**src/rtl/mem_ddr_load_ctrl.sv**
```systemverilog
// ---------------------------------------------------------------------------
// mem_ddr_load_ctrl
//
// Sequences one DDR->SRAM bulk load. A byte-length transfer is split into
// whole lines (NUM_WORDS_IN_LINE bytes each). One DDR line read is issued at
// a time, and the returned line is presented to the SRAM write port together
// with a byte mask until the arbiter acknowledges it. At most one line is in
// flight. Only the final line can carry a partial mask.
//
// Ports
//   clk, rst_n     clock, asynchronous active-low reset
//   start          1-cycle request, sampled only while idle
//   ddr_addr       DDR byte start address (line aligned), latched on start
//   sram_addr      SRAM byte start address (line aligned), latched on start
//   len_bytes      transfer length in bytes, latched on start
//   abort          cancels the transfer in progress (ignored while idle)
//   busy           high from the cycle after start until the controller is idle again
//   done           1-cycle pulse after the last line is acked (or for a zero length)
//   ddr_req        1-cycle read request; ddr_req_addr carries the line address
//   ddr_valid      returned line valid, ddr_data carries the line
//   sram_wr        write request, held with addr/data/mask until sram_ack
//   sram_wr_addr   SRAM line address
//   sram_wr_data   registered line data
//   sram_wr_mask   byte enables, bit i enables byte i
//   sram_ack       write accepted by the arbiter
// ---------------------------------------------------------------------------
module mem_ddr_load_ctrl #(
    parameter int WORD_WIDTH        = 8,
    parameter int NUM_WORDS_IN_LINE = 32,
    parameter int ADDR_WIDTH        = 19,
    parameter int LEN_WIDTH         = 16
) (
    input  logic                                    clk,
    input  logic                                    rst_n,
    input  logic                                    start,
    input  logic [31:0]                             ddr_addr,
    input  logic [ADDR_WIDTH-1:0]                   sram_addr,
    input  logic [LEN_WIDTH-1:0]                    len_bytes,
    input  logic                                    abort,
    output logic                                    busy,
    output logic                                    done,
    output logic                                    ddr_req,
    output logic [31:0]                             ddr_req_addr,
    input  logic                                    ddr_valid,
    input  logic [WORD_WIDTH*NUM_WORDS_IN_LINE-1:0] ddr_data,
    output logic                                    sram_wr,
    output logic [ADDR_WIDTH-1:0]                   sram_wr_addr,
    output logic [WORD_WIDTH*NUM_WORDS_IN_LINE-1:0] sram_wr_data,
    output logic [NUM_WORDS_IN_LINE-1:0]            sram_wr_mask,
    input  logic                                    sram_ack
);

    localparam int LINE_W = WORD_WIDTH * NUM_WORDS_IN_LINE;
    localparam int OFF_W  = $clog2(NUM_WORDS_IN_LINE);
    localparam int CNT_W  = LEN_WIDTH - OFF_W + 1;

    localparam logic [31:0]                  DDR_STEP   = 32'(NUM_WORDS_IN_LINE);
    localparam logic [ADDR_WIDTH-1:0]        SRAM_STEP  = ADDR_WIDTH'(NUM_WORDS_IN_LINE);
    localparam logic [CNT_W-1:0]             CNT_ONE    = CNT_W'(1);
    localparam logic [CNT_W-1:0]             CNT_ZERO   = {CNT_W{1'b0}};
    localparam logic [OFF_W-1:0]             OFF_ZERO   = {OFF_W{1'b0}};
    localparam logic [LINE_W-1:0]            LINE_ZERO  = {LINE_W{1'b0}};
    localparam logic [NUM_WORDS_IN_LINE-1:0] MASK_ZERO  = {NUM_WORDS_IN_LINE{1'b0}};
    localparam logic [NUM_WORDS_IN_LINE-1:0] MASK_ONES  = {NUM_WORDS_IN_LINE{1'b1}};
    localparam logic [ADDR_WIDTH-1:0]        SADDR_ZERO = {ADDR_WIDTH{1'b0}};
    localparam logic [LEN_WIDTH-1:0]         LEN_ZERO   = {LEN_WIDTH{1'b0}};

    typedef enum logic [2:0] {
        ST_IDLE  = 3'd0,
        ST_REQ   = 3'd1,
        ST_WAIT  = 3'd2,
        ST_WRITE = 3'd3,
        ST_DONE  = 3'd4
    } state_t;

    // Byte mask for the final line: the low 'rem' bytes, or the full line when
    // the length is an exact multiple of the line size.
    function automatic logic [NUM_WORDS_IN_LINE-1:0] tail_mask(input logic [OFF_W-1:0] rem);
        logic [NUM_WORDS_IN_LINE-1:0] m;
        for (int i = 0; i < NUM_WORDS_IN_LINE; i++) begin
            m[i] = (rem == OFF_ZERO) || (i < int'(rem));
        end
        return m;
    endfunction

    state_t                       state_q, state_d;
    logic                         busy_q, busy_d;
    logic                         done_q, done_d;
    logic                         ddr_req_q, ddr_req_d;
    logic [31:0]                  ddr_req_addr_q, ddr_req_addr_d;
    logic                         sram_wr_q, sram_wr_d;
    logic [ADDR_WIDTH-1:0]        sram_wr_addr_q, sram_wr_addr_d;
    logic [LINE_W-1:0]            sram_wr_data_q, sram_wr_data_d;
    logic [NUM_WORDS_IN_LINE-1:0] sram_wr_mask_q, sram_wr_mask_d;
    // Current line addresses, lines still to write (including the current one)
    // and the byte remainder that shapes the last line's mask.
    logic [31:0]                  cur_ddr_q, cur_ddr_d;
    logic [ADDR_WIDTH-1:0]        cur_sram_q, cur_sram_d;
    logic [CNT_W-1:0]             lines_q, lines_d;
    logic [OFF_W-1:0]             rem_q, rem_d;

    logic [CNT_W-1:0]             start_lines_s;
    logic                         last_line_s;

    // Line count of the requested transfer, rounded up to whole lines.
    always_comb begin
        start_lines_s = CNT_W'(len_bytes >> OFF_W)
                      + ((len_bytes[OFF_W-1:0] != OFF_ZERO) ? CNT_ONE : CNT_ZERO);
        last_line_s   = (lines_q == CNT_ONE);
    end

    // Next-state and next-output logic; every output is registered.
    always_comb begin
        state_d        = state_q;
        busy_d         = busy_q;
        done_d         = 1'b0;
        ddr_req_d      = 1'b0;
        ddr_req_addr_d = 32'd0;
        sram_wr_d      = sram_wr_q;
        sram_wr_addr_d = sram_wr_addr_q;
        sram_wr_data_d = sram_wr_data_q;
        sram_wr_mask_d = sram_wr_mask_q;
        cur_ddr_d      = cur_ddr_q;
        cur_sram_d     = cur_sram_q;
        lines_d        = lines_q;
        rem_d          = rem_q;

        if (abort && (state_q != ST_IDLE)) begin
            // Abort beats any concurrent ddr_valid or sram_ack.
            state_d        = ST_IDLE;
            busy_d         = 1'b0;
            sram_wr_d      = 1'b0;
            sram_wr_addr_d = SADDR_ZERO;
            sram_wr_data_d = LINE_ZERO;
            sram_wr_mask_d = MASK_ZERO;
        end else begin
            case (state_q)
                ST_IDLE: begin
                    if (start) begin
                        cur_ddr_d  = ddr_addr;
                        cur_sram_d = sram_addr;
                        lines_d    = start_lines_s;
                        rem_d      = len_bytes[OFF_W-1:0];
                        if (len_bytes != LEN_ZERO) begin
                            state_d        = ST_REQ;
                            busy_d         = 1'b1;
                            ddr_req_d      = 1'b1;
                            ddr_req_addr_d = ddr_addr;
                        end else begin
                            state_d = ST_DONE;
                            done_d  = 1'b1;
                        end
                    end else begin
                        state_d = ST_IDLE;
                    end
                end
                ST_REQ: begin
                    state_d = ST_WAIT;
                end
                ST_WAIT: begin
                    if (ddr_valid) begin
                        state_d        = ST_WRITE;
                        sram_wr_d      = 1'b1;
                        sram_wr_addr_d = cur_sram_q;
                        sram_wr_data_d = ddr_data;
                        sram_wr_mask_d = last_line_s ? tail_mask(rem_q) : MASK_ONES;
                    end else begin
                        state_d = ST_WAIT;
                    end
                end
                ST_WRITE: begin
                    if (sram_ack) begin
                        sram_wr_d      = 1'b0;
                        sram_wr_addr_d = SADDR_ZERO;
                        sram_wr_data_d = LINE_ZERO;
                        sram_wr_mask_d = MASK_ZERO;
                        if (last_line_s) begin
                            state_d = ST_DONE;
                            done_d  = 1'b1;
                            busy_d  = 1'b0;
                        end else begin
                            // Address arithmetic wraps silently at the port width.
                            state_d        = ST_REQ;
                            cur_ddr_d      = cur_ddr_q + DDR_STEP;
                            cur_sram_d     = cur_sram_q + SRAM_STEP;
                            lines_d        = lines_q - CNT_ONE;
                            ddr_req_d      = 1'b1;
                            ddr_req_addr_d = cur_ddr_q + DDR_STEP;
                        end
                    end else begin
                        state_d = ST_WRITE;
                    end
                end
                ST_DONE: begin
                    state_d = ST_IDLE;
                    busy_d  = 1'b0;
                end
                default: begin
                    state_d        = ST_IDLE;
                    busy_d         = 1'b0;
                    sram_wr_d      = 1'b0;
                    sram_wr_addr_d = SADDR_ZERO;
                    sram_wr_data_d = LINE_ZERO;
                    sram_wr_mask_d = MASK_ZERO;
                end
            endcase
        end
    end

    // State, output and datapath registers.
    always_ff @(posedge clk or negedge rst_n) begin
        if (!rst_n) begin
            state_q        <= ST_IDLE;
            busy_q         <= 1'b0;
            done_q         <= 1'b0;
            ddr_req_q      <= 1'b0;
            ddr_req_addr_q <= 32'd0;
            sram_wr_q      <= 1'b0;
            sram_wr_addr_q <= SADDR_ZERO;
            sram_wr_data_q <= LINE_ZERO;
            sram_wr_mask_q <= MASK_ZERO;
            cur_ddr_q      <= 32'd0;
            cur_sram_q     <= SADDR_ZERO;
            lines_q        <= CNT_ZERO;
            rem_q          <= OFF_ZERO;
        end else begin
            state_q        <= state_d;
            busy_q         <= busy_d;
            done_q         <= done_d;
            ddr_req_q      <= ddr_req_d;
            ddr_req_addr_q <= ddr_req_addr_d;
            sram_wr_q      <= sram_wr_d;
            sram_wr_addr_q <= sram_wr_addr_d;
            sram_wr_data_q <= sram_wr_data_d;
            sram_wr_mask_q <= sram_wr_mask_d;
            cur_ddr_q      <= cur_ddr_d;
            cur_sram_q     <= cur_sram_d;
            lines_q        <= lines_d;
            rem_q          <= rem_d;
        end
    end

    assign busy         = busy_q;
    assign done         = done_q;
    assign ddr_req      = ddr_req_q;
    assign ddr_req_addr = ddr_req_addr_q;
    assign sram_wr      = sram_wr_q;
    assign sram_wr_addr = sram_wr_addr_q;
    assign sram_wr_data = sram_wr_data_q;
    assign sram_wr_mask = sram_wr_mask_q;

endmodule

```
**config.mk**
```make
export PLATFORM = sky130hd
export DESIGN_NAME = mem_ddr_load_ctrl
export DESIGN_NICKNAME = d
export VERILOG_FILES = /design/src/rtl/mem_ddr_load_ctrl.sv
export SDC_FILE = /design/constraint.sdc
export NUM_CORES = 1
export LEC_CHECK = 0
export ABC_AREA = 0
export CAP_MARGIN = 20
export CORE_AREA = 3 3 258 260
export DETAILED_ROUTE_END_ITERATION = 8
export DIE_AREA = 0 0 261 263
export SLEW_MARGIN = 10
export SYNTH_ARGS = -nofsm -noshare
export SYNTH_HDL_FRONTEND = slang
export SYNTH_SLANG_ARGS = --single-unit
```
**constraint.sdc**
```tcl
create_clock -name clk -period 2.1 [get_ports clk]
set_clock_uncertainty 0.1 [all_clocks]
set_input_delay 0.42 -clock clk [delete_from_list [all_inputs] [get_ports clk]]
set_output_delay 0.42 -clock clk [all_outputs]
set_load 0.03 [all_outputs]
```
# ---- Word level (Yosys, flattened, before mapping)
# Index checks and enable logic that the tools add are counted.
# Widths: inputs -> output; s select.
dict set report classes {
  n_addsub 4
  n_lt_le_gt_ge 31
  n_eq_ne 15
  n_mux 61
  bitwise_logic 1
  n_reduce_logical 44
}
# operator n
set ops {}
lappend ops {{$mux 256} 3}
lappend ops {{$pmux 256 s3} 1}
lappend ops {{$mux 32} 12}
lappend ops {{$pmux 32 s2} 2}
lappend ops {{$mux 19} 6}
lappend ops {{$pmux 32 s3} 1}
lappend ops {{$lt 5x5->1 const A} 15}
lappend ops {{$pmux 19 s3} 1}
lappend ops {{$lt 4x5->1 const A} 8}
lappend ops {{$pmux 19 s2} 1}
lappend ops {{$mux 12} 3}
lappend ops {{$add 32x6->32 const B} 1}
lappend ops {{$logic_or 1x1->1} 31}
lappend ops {{$pmux 12 s2} 1}
lappend ops {{$lt 3x5->1 const A} 4}
lappend ops {{$mux 1} 20}
lappend ops {{$add 19x6->19 const B} 1}
lappend ops {{$reduce_bool 16->1} 1}
lappend ops {{$mux 3} 5}
lappend ops {{$ne 3x3->1 const B} 5}
lappend ops {{$add 11x1->12} 1}
lappend ops {{$eq 12x1->1 const B} 1}
lappend ops {{$pmux 3 s4} 1}
lappend ops {{$sub 12x1->12 const B} 1}
lappend ops {{other kinds (20)} 30}
dict set report word_totals {
  ff_bits 414
  word_cells 169
}

# ---- Depth between registers and ports, before layout
dict set report depth {
  word_depth 6
  mapped_depth 10
  depth_no_buf 9
}

# ---- Worst setup path before layout
# No wires, ideal clock.
dict set report synth_path {
  path_kind {input port to flip-flop}
  startpoint {input port len_bytes[0]}
  endpoint {register lines_q[8]}
  t_arrival_ns 2.112
  setup_slack_ns -0.233
  cell_stages 9
  path_buffers 0
  path_cell_list {or4_1 -> nor2_1 -> inv_1 -> ha_1 -> ha_1 -> nand4_1 -> xor2_1 -> nand2_1 -> a32o_1}
}
dict set report synth_between {
  elab_chain_len 5
}
# element line
set synth_rtl {}
lappend synth_rtl {{from (decl)} 38} ;# input logic [LEN_WIDTH-1:0] len_bytes,
lappend synth_rtl {{$reduce_bool 5->1} 108} ;# + ((len_bytes[OFF_W-1:0] != OFF_ZERO) ? CNT_ONE : CNT_ZERO);
lappend synth_rtl {{$mux 1} 108}
lappend synth_rtl {{$add 11x1->12} 108}
lappend synth_rtl {{$mux 12} 139} ;# if (start) begin
lappend synth_rtl {{$pmux 12 s2} 137} ;# case (state_q)
lappend synth_rtl {{to (signal assigned)} 238} ;# lines_q <= lines_d;
lappend synth_rtl {{to (decl)} 99} ;# logic [CNT_W-1:0] lines_q, lines_d;
# No other way between the ends. The select of a mux whose other input is x is not followed.
# A chain may end at the register's enable or synchronous reset.

# ---- Worst setup path in the final report
dict set report layout_path {
  startpoint {register lines_q[1]}
  endpoint {register cur_sram_q[16]}
}
dict set report layout_between {
  elab_chain_len 3
}
# element line
set layout_rtl {}
lappend layout_rtl {{$eq 12x1->1} 109} ;# last_line_s = (lines_q == CNT_ONE);
lappend layout_rtl {{$ne 2x2->1 (no source line)} --}
lappend layout_rtl {{$reduce_and 5->1 (no source line)} --}
lappend layout_rtl {{to (signal assigned)} 237} ;# cur_sram_q <= cur_sram_d;
lappend layout_rtl {{to (decl)} 98} ;# logic [ADDR_WIDTH-1:0] cur_sram_q, cur_sram_d;
# No other way between the ends.

==> reports/results.txt <==
RSZ-0062 raised after global routing: true
Cell Area, Synth: 16900 sq um
DIE HEIGHT: 263 microns
Seq/Total Area, Yosys: 61.1%
Outcome: finished with violations
Die X-Extent: 261 microns
Fillers: 6093
Average size of a mapped cell: 11.9 sq um
Clock root cell: clkbuf_16
CP startpoint kind: flip-flop
Final net count: 2540
DR WL/cell: 23.3 microns
CP endpoint kind: flip-flop
Clk slew on worst S/H paths: 0.06 ns
Total leakage power: 13.7 nW
Number of synthesized flops with an enable pin: 0
Largest net degree at the start of global routing: 46
Synth Flop Type: dfrtp_1
Grt ovf: 0
Synth area leaders: dfrtp_1 61%, a22o_1 15%, nand2_1 3.1%
Ys async rst share: 100%
Achievable Freq: 470 MHz
Leading area contributor after synthesis: dfrtp_1
Later-pin clock latency in the skew report: 0.58 ns
Yosys cell types: 70
Mapped Cells: 1426
Most common library cells after synthesis: 414 x dfrtp_1, 285 x a22o_1, 138 x nand2_1
Via count: 15315
DRT iter0 DRCs: 977
Max_slew headroom: 64.2%
Starting Density: 26.3%
Final instance area: 27700 sq um
Most common cell in the netlist: dfrtp_1
Storage cell area: 10400 sq um
Yosys reg bits: 414
Initial antenna violation count: 18
Worst path required time: 2.45 ns
Final core utilization: 43.0%
Area occupied by multi-input gates: 6480 sq um
First-pass GRT wire length: 104000 microns
Clk sink count: 414
Total Power: 0.0373 W
R2R Setup Slk: -0.03 ns
Part of the cycle the worst path needs: 101%
Critical path arrival: 2.47 ns
Yosys top cell area share: 61.1%
Router iterations before antenna repair: 5
TritonCTS Buffers: 48
Cell Chain, Critical Path: inv_2 > ha_4 > nor4b_4 > nand4_4 > buf_12 > o21ai_4 > buf_6 > buf_12 > a21oi_2 > o22a_1
Port bufs: 671
RR Endpoint: cur_sram_q[16]
Reg2reg start: lines_q[1]
R2R depth: 10
Num rows: 93
Io pins: 672
Fin worst setup slack: -0.0262 ns
Via count of the first global-routing pass: 15470
Clk buf depth: 3
Layout area overhead: 63.4%
Layout cells sized above 1: 15.0%
Post-Place Cell Area: 25900 sq um
Core Footprint: 64300 sq um
Max-cap violations: 0
DP HPWL: 54400 microns
Hold-critical path endpoint: rem_q[4]
Worst slew pin tran: 0.536 ns
Setup TNS Final: -0.0338 ns
Final Max Slew Viols: 0
Yosys warnings: 0
Routed wire length: 72100 microns
Crit-path slowest cell: dfrtp_1
Worst Hold Class: in -> reg
P per Cell Area: 1350 nW/um^2
Critical Path Max Stage Delay: 0.38 ns
GPL Wtd Cong: 0.902
Die area: 68600 sq um
Cell mode on critical path: buf_12
Vias per inst: 4.95
Worst hold start: len_bytes[4]
Hold Crit Depth: 4
Critical path class: reg -> reg
H-tree levels: 2
Failing checks: setup timing
Crit Path Max Fanout: 7
Mapped Nets: 1761
Gr usage total: 19.9%
Final Hold Vio Count: 0
Max IR drop VDD: 0.625 mV
CTS tree: built
Final setup fails: 2
Tmin final: 2.13 ns
Post-DRT Antenna Nets: 0
DRC: 0
==> power breakdown <==
group,internal (W),switching (W)
sequential,0.0106,0.00188
clock,0.00496,0.00337
combinational,0.00646,0.0101
==> per-stage QoR <==
stage | setup slack (ns) | hold WS (ns) | std cells
after CTS | -0.0409 | 0.236 | 3078
after floorplan | -0.0585 | 0.0244 | 1426
after global routing | -0.103 | 0.124 | 3093
final | -0.0262 | 0.136 | 3097
after detailed placement | -0.677 | 0.266 | 2993
after global placement | -0.638 | 0.267 | 2993
==> worst max path at each step <==
stage	start	endpoint	slack, ns	cells past startpoint
detailed placement	len_bytes[0]	ddr_req_addr[12]	-0.68	8
global route	lines_q[1]	cur_sram_q[16]	-0.10	10
global placement	len_bytes[0]	lines_q[8]	-0.64	10
finish	lines_q[1]	cur_sram_q[16]	-0.03	10
CTS	lines_q[1]	cur_ddr_q[18]	-0.04	10
floorplan	len_bytes[0]	lines_q[8]	-0.06	9
==> state kept, by name (all words and copies together) (netlist names), 5 cells and up <==
signal / flops
sram_wr_data: 256
cur_ddr_q: 32
ddr_req_addr: 32
sram_wr_addr: 19
rem_q: 5
lines_q: 12
sram_wr_mask: 32
cur_sram_q: 19
==> layout by cell type, fill, tap and decap left out, types with 15 or more instances in the layout <==
cell type        count
clkdlybuf4s50_1    323
clkbuf_16           53
buf_12              39
a22oi_1             18
nand2_1            138
o21ai_0             53
nor2_1              56
o21ai_1             17
nand3_1             31
buf_4              125
a22o_1             285
nand4_1             16
dlygate4sd2_1      334
dfrtp_1            414
xnor2_1             15
xor2_1              20
a21oi_1             30
o22ai_1             17
==> what timing repair did <==
action	CTS	global route
gates resized for setup	362	84
hold buffers	1	0
hold endpoints to repair	22	0
cloned	2	5
setup buffers	4	8
pin swaps	8	29
endpoints found under the setup margin	433	66
==> logic make-up after synthesis <==
kind of cell             Yosys count  share of synthesized area (%)
AO/OA/AOI/OAI                    516                           23.4
XOR/XNOR                          35                           1.81
adder cells (fa/ha/maj)            6                          0.443
buffers and inverters            124                           3.07
flip-flops                       414                           61.1
multiplexers                       2                          0.118
AND/OR/NAND/NOR                  329                           10.0
==> metal layers <==
layer	part of all wire, %	GRT usage [%]
met1	38	23.2
met2	50	34.9
met3	8.2	5.75
met4	3.3	6.65
met5	0.19	0
==> critical path, delay by kind of cell (launching register included) <==
kind            cells  cell delay, ns
simple gates        2            0.44
buf+inv             4            0.56
compound gates      3            0.40
flops               1            0.38
fa+ha+maj           1            0.12
==> final cells by class <==
| type | count | area share (%) |
|---|---|---|
| diodes | 6 | 0.0542 |
| clock buffers | 67 | 5.03 |
| clock inverters | 14 | 0.551 |
| inverters | 8 | 0.108 |
| multi-input cells | 889 | 23.4 |
| flip-flops and latches | 414 | 37.4 |
| well taps | 855 | 3.86 |
| repair buffers | 844 | 29.6 |
Power figures use the tool's default switching activity.
